[config.mk]
export PLATFORM = sky130hd
export DESIGN_NAME = mul_share_sched
export DESIGN_NICKNAME = d
export VERILOG_FILES = /design/src/rtl/mul_share_sched.sv
export SDC_FILE = /design/constraint.sdc
export NUM_CORES = 1
export LEC_CHECK = 0
export CORE_AREA = 2 2 195 197
export DETAILED_ROUTE_END_ITERATION = 6
export DIE_AREA = 0 0 197 199
export SYNTH_ARGS = -nofsm -noshare
export SYNTH_HDL_FRONTEND = slang
export SYNTH_SLANG_ARGS = --single-unit
[constraint.sdc]
create_clock -name ap_clk -period 3.9 [get_ports ap_clk]
set_input_delay 0.78 -clock ap_clk [delete_from_list [all_inputs] [get_ports ap_clk]]
set_output_delay 0.78 -clock ap_clk [all_outputs]
set_load 0.01 [all_outputs]
[src/rtl/mul_share_sched.sv]
// Round-robin sharing of one free-running pipelined signed multiplier among NREQ requesters.
// Each issue carries {requester id, user tag} down a pipeline matched to MUL_LAT so products route back.
module mul_share_sched #(
   parameter int NREQ    = 2,
   parameter int A_W     = 33,
   parameter int B_W     = 64,
   parameter int P_W     = 96,
   parameter int MUL_LAT = 5,
   parameter int UTAG_W  = 2
) (
   input  logic                   ap_clk,
   input  logic                   ap_rst_n,
   input  logic                   sched_en,
   input  logic [NREQ-1:0]        req_valid,
   output logic [NREQ-1:0]        req_ready,
   input  logic [NREQ*A_W-1:0]    req_a,
   input  logic [NREQ*B_W-1:0]    req_b,
   input  logic [NREQ*UTAG_W-1:0] req_utag,
   output logic [A_W-1:0]         mul_din0,
   output logic [B_W-1:0]         mul_din1,
   output logic                   mul_vld,
   input  logic [P_W-1:0]         mul_dout,
   output logic [NREQ-1:0]        rsp_valid,
   output logic [P_W-1:0]         rsp_data,
   output logic [UTAG_W-1:0]      rsp_utag,
   output logic                   idle
);

   localparam int ID_W = (NREQ > 1) ? $clog2(NREQ) : 1;

   logic [ID_W-1:0]   ptr_q, ptr_d;
   logic              gnt_any;
   logic [ID_W-1:0]   gnt_idx;
   logic              hs;

   logic              mul_vld_q, mul_vld_d;
   logic [A_W-1:0]    mul_din0_q, mul_din0_d;
   logic [B_W-1:0]    mul_din1_q, mul_din1_d;
   logic [ID_W-1:0]   iss_id_q, iss_id_d;
   logic [UTAG_W-1:0] iss_utag_q, iss_utag_d;

   logic [MUL_LAT-1:0]             tp_vld_q, tp_vld_d;
   logic [MUL_LAT-1:0][ID_W-1:0]   tp_id_q, tp_id_d;
   logic [MUL_LAT-1:0][UTAG_W-1:0] tp_utag_q, tp_utag_d;

   logic [NREQ-1:0]   rsp_valid_q, rsp_valid_d;
   logic [P_W-1:0]    rsp_data_q, rsp_data_d;
   logic [UTAG_W-1:0] rsp_utag_q, rsp_utag_d;

   // Search from ptr upward, wrapping once; first valid requester wins.
   always_comb begin
      int             idx;
      logic [ID_W-1:0] cand;
      gnt_any = 1'b0;
      gnt_idx = '0;
      idx     = 0;
      cand    = '0;
      for (int i = 0; i < NREQ; i++) begin
         idx = int'(ptr_q) + i;
         if (idx >= NREQ) idx = idx - NREQ;
         cand = ID_W'(idx);
         if (!gnt_any && req_valid[cand]) begin
            gnt_any = 1'b1;
            gnt_idx = cand;
         end
      end
   end

   // Reset gates the grant so req_ready reads zero while reset is held.
   assign hs        = gnt_any & sched_en & ap_rst_n;
   assign req_ready = hs ? (NREQ'(1) << gnt_idx) : '0;

   always_comb begin
      ptr_d      = ptr_q;
      mul_vld_d  = hs;
      mul_din0_d = mul_din0_q;
      mul_din1_d = mul_din1_q;
      iss_id_d   = iss_id_q;
      iss_utag_d = iss_utag_q;
      if (hs) begin
         ptr_d      = (gnt_idx == ID_W'(NREQ - 1)) ? '0 : gnt_idx + ID_W'(1);
         mul_din0_d = req_a[gnt_idx*A_W +: A_W];
         mul_din1_d = req_b[gnt_idx*B_W +: B_W];
         iss_id_d   = gnt_idx;
         iss_utag_d = req_utag[gnt_idx*UTAG_W +: UTAG_W];
      end
   end

   // Issue stage plus MUL_LAT tag stages lines the tail up with mul_dout.
   always_comb begin
      tp_vld_d     = tp_vld_q;
      tp_id_d      = tp_id_q;
      tp_utag_d    = tp_utag_q;
      tp_vld_d[0]  = mul_vld_q;
      tp_id_d[0]   = iss_id_q;
      tp_utag_d[0] = iss_utag_q;
      for (int i = 1; i < MUL_LAT; i++) begin
         tp_vld_d[i]  = tp_vld_q[i-1];
         tp_id_d[i]   = tp_id_q[i-1];
         tp_utag_d[i] = tp_utag_q[i-1];
      end
   end

   always_comb begin
      rsp_valid_d = '0;
      rsp_data_d  = rsp_data_q;
      rsp_utag_d  = rsp_utag_q;
      if (tp_vld_q[MUL_LAT-1]) begin
         rsp_valid_d = NREQ'(1) << tp_id_q[MUL_LAT-1];
         rsp_data_d  = mul_dout;
         rsp_utag_d  = tp_utag_q[MUL_LAT-1];
      end
   end

   always_ff @(posedge ap_clk or negedge ap_rst_n) begin
      if (!ap_rst_n) begin
         ptr_q       <= '0;
         mul_vld_q   <= 1'b0;
         mul_din0_q  <= '0;
         mul_din1_q  <= '0;
         iss_id_q    <= '0;
         iss_utag_q  <= '0;
         tp_vld_q    <= '0;
         tp_id_q     <= '0;
         tp_utag_q   <= '0;
         rsp_valid_q <= '0;
         rsp_data_q  <= '0;
         rsp_utag_q  <= '0;
      end else begin
         ptr_q       <= ptr_d;
         mul_vld_q   <= mul_vld_d;
         mul_din0_q  <= mul_din0_d;
         mul_din1_q  <= mul_din1_d;
         iss_id_q    <= iss_id_d;
         iss_utag_q  <= iss_utag_d;
         tp_vld_q    <= tp_vld_d;
         tp_id_q     <= tp_id_d;
         tp_utag_q   <= tp_utag_d;
         rsp_valid_q <= rsp_valid_d;
         rsp_data_q  <= rsp_data_d;
         rsp_utag_q  <= rsp_utag_d;
      end
   end

   assign mul_vld   = mul_vld_q;
   assign mul_din0  = mul_din0_q;
   assign mul_din1  = mul_din1_q;
   assign rsp_valid = rsp_valid_q;
   assign rsp_data  = rsp_data_q;
   assign rsp_utag  = rsp_utag_q;
   assign idle      = ~mul_vld_q & ~(|tp_vld_q) & ~(|rsp_valid_q);

endmodule

==> metrics.cfg <==
[run_status]
outcome = finished clean

[logic_synthesis]
synthCells = 576
synth.yosys.seq_area_share_pct = 64.4
synthFlopType = dfrtp_1
synth_fp_nets = 875
synthArstFlopShare_pct = 100
ys_seq_elements = 222
synth_area_per_cell_um2 = 15.0
synthDistinctLibCells = 18
synth_edf_count = 0
yosysWarnings = 0
syn_area_um2 = 8630

[worst_setup_path]
cp_data_arrival_time_ps = 2540
cp-startpoint = tp_vld_q[4]
crit_fanout = 40
cp-end-kind = primary output
start_kind = flop
worstSetupPathType = reg -> out
critPathTopFamily = simple AND/OR/NAND/NOR gates
r2r-start = tp_vld_q[4]
worst_ep_required_time_ps = 3120
crit_path_cell_trace = or4_1 > nor2_1 > clkdlybuf4s50_1
crit_slowest_cell = dfrtp_4
cp_num_buf_inv = 1
slowest_delay_ps = 690

[grt]
grt_max_degree = 101
antenna_found_initial = 2
grt_pass1_vias = 7245
grt_usage_pct = 14.0
grt_pass1_wl_um = 42200
grt-ovfl-total = 0

[layout]
finalNetCount = 1365
finalNonFillerCells = 1562
layout-drive-gt1-share_pct = 13.8
area_delta_synth_final_pct = 72.8

[clock_network]
hold_buffers = 0
cts_buffers = 26
cts_max_path_buffers = 3
h-tree-depth = 1
postCtsSetupBuffers = 0
insertion_delay_ps = 530
tritoncts = built
cts_sinks = 222
ctsResizeCount = 0
cts-root-buf = clkbuf_16
clk_pin_slew_ps = 60

[route]
post_drt_wl_per_cell_um = 18.8
vias = 6837
remaining_drc_errors = 0
dr.pass1.iters = 4
wl_um = 29300
drtIter0Drc = 235
antenna_left = 0
viasPerCell = 4.38

[placement]
gp_congestion = 0.733
dpl.cell_count = 1512
io_buffers = 499
dp_hpwl_um = 21000

[hold_path]
hp-class = in -> async

[sta]
maxSlewHeadroom_pct = 36.8
setup_tns_ps = 0
grt_setup_unrepaired = false
fin_skew_ps = 9.87
max_freq_ghz = 0.301
hold_viol = 0
period_share_pct = 85.1
tightest_slew_ps = 948
setup_viol = 0
min_period_ps = 3320
slew_violations = 0

[power_and_ir_drop]
p_leak_nw = 6.06
p_per_area_nw_per_um2 = 483
ir_drop_mv = 0.230

[floorplanning]
initial_core_util_pct = 23.2
core-area_um2 = 37100
dieArea_um2 = 39200
fp-row-count = 71
die_y_um = 199
die_w_um = 197
io-pin-count = 500

[run]
maxCapViolations = 0

stage by stage:
stage / util [%] / hold slack, ps / power (W) / area, um2 / setup WS [ps]
after floorplan: - / 331 / 0.00362 / 8630 / 1940
after global placement: 37.9 / 333 / 0.00490 / 14100 / 847
after detailed placement: 37.9 / 335 / 0.00492 / 14100 / 845
after CTS: 40.1 / 87.4 / 0.00735 / 14900 / 497
after global routing: 40.2 / 103 / 0.00757 / 14900 / 397
final: 40.2 / 116 / 0.00721 / 14900 / 581
path summary, 6_finish.rpt:
kind | end | slack, ps | cells after the start
max | idle | 580 | 3
min | ptr_q | 120 | 1
max reg2reg | rsp_data[39] | 1830 | 2
min reg2reg | tp_id_q[4] | 350 | 0
max in group asynchronous | mul_din1[9] | 1810 | 3
min in group ap_clk | tp_id_q[4] | 350 | 0
cell families after synthesis:
kind of cell | Yosys count | synth area share, %
buf+inv | 46 | 3.25
compound gates | 104 | 11.9
mux | 98 | 12.8
flops | 222 | 64.4
simple gates | 106 | 7.68
routing by layer:
layer | share of wire (%) | vias up | track usage [%]
met5 | 0 | - | 0
li1 | - | 3128 | -
met4 | 2.4 | 0 | 4.65
met3 | 10 | 39 | 5.39
met1 | 38 | 3323 | 15.7
met2 | 49 | 347 | 24.3
power by group:
group	internal, W	switching, W
registers	0.00272	0.000219
logic	0.00124	0.000685
clock network	0.00140	0.000951
total	0.00535	0.00185
flip-flops by register name, indices dropped and copies added, names as in the netlist:
| signal | count |
|---|---|
| rsp_valid | 2 |
| mul_din0 | 33 |
| tp_id_q | 1 |
| tp_utag_q | 2 |
| mul_vld | 1 |
| iss_id_q | 1 |
| mul_din1 | 64 |
| rsp_data | 96 |
| ptr_q | 1 |
| tp_vld_q | 5 |
| tp_id_d | 4 |
| tp_utag_d | 8 |
| iss_utag_q | 2 |
| rsp_utag | 2 |
cell usage after synthesis (2+ instances only):
cell / number / area (um2)
dfrtp_1: 222 / 5560
or4_1: 2 / 15.0
a21o_1: 2 / 15.0
buf_2: 32 / 160
and2_2: 2 / 15.0
nand3_1: 2 / 10.0
a21oi_1: 2 / 10.0
buf_6: 9 / 101
and2_0: 79 / 494
mux2_2: 98 / 1100
clkbuf_1: 2 / 7.51
inv_1: 2 / 7.51
a221o_1: 99 / 991
and2_1: 19 / 119
area by class of cell:
cell class / instances / area, um2
Antenna cell: 2 / 5.00
Clock buffer: 41 / 757
Clock inverter: 7 / 73.8
Fill cell: 3544 / 22200
Inverter: 2 / 7.51
Multi-Input combinational cell: 308 / 2830
Sequential cell: 222 / 5560
Tap cell: 474 / 593
Timing Repair Buffer: 506 / 5090
cell usage in the layout (no fill, tap or decap), drive strengths merged:
| master | synthesis | final |
|---|---|---|
| nor2 | 1 | 1 |
| mux2 | 98 | 98 |
| clkinv | 0 | 5 |
| dfrtp | 222 | 222 |
| or4 | 2 | 2 |
| inv | 2 | 2 |
| nor2b | 1 | 1 |
| clkinvlp | 0 | 1 |
| and2 | 100 | 100 |
| a21oi | 2 | 2 |
| buf | 42 | 8 |
| a221o | 99 | 99 |
| a21o | 2 | 2 |
| nand3 | 2 | 2 |
| o211ai | 1 | 1 |
| diode | 0 | 2 |
| clkdlybuf4s50 | 0 | 498 |
| bufinv | 0 | 1 |
| clkbuf | 2 | 41 |
Note: power is estimated with default switching activity, not from simulation.
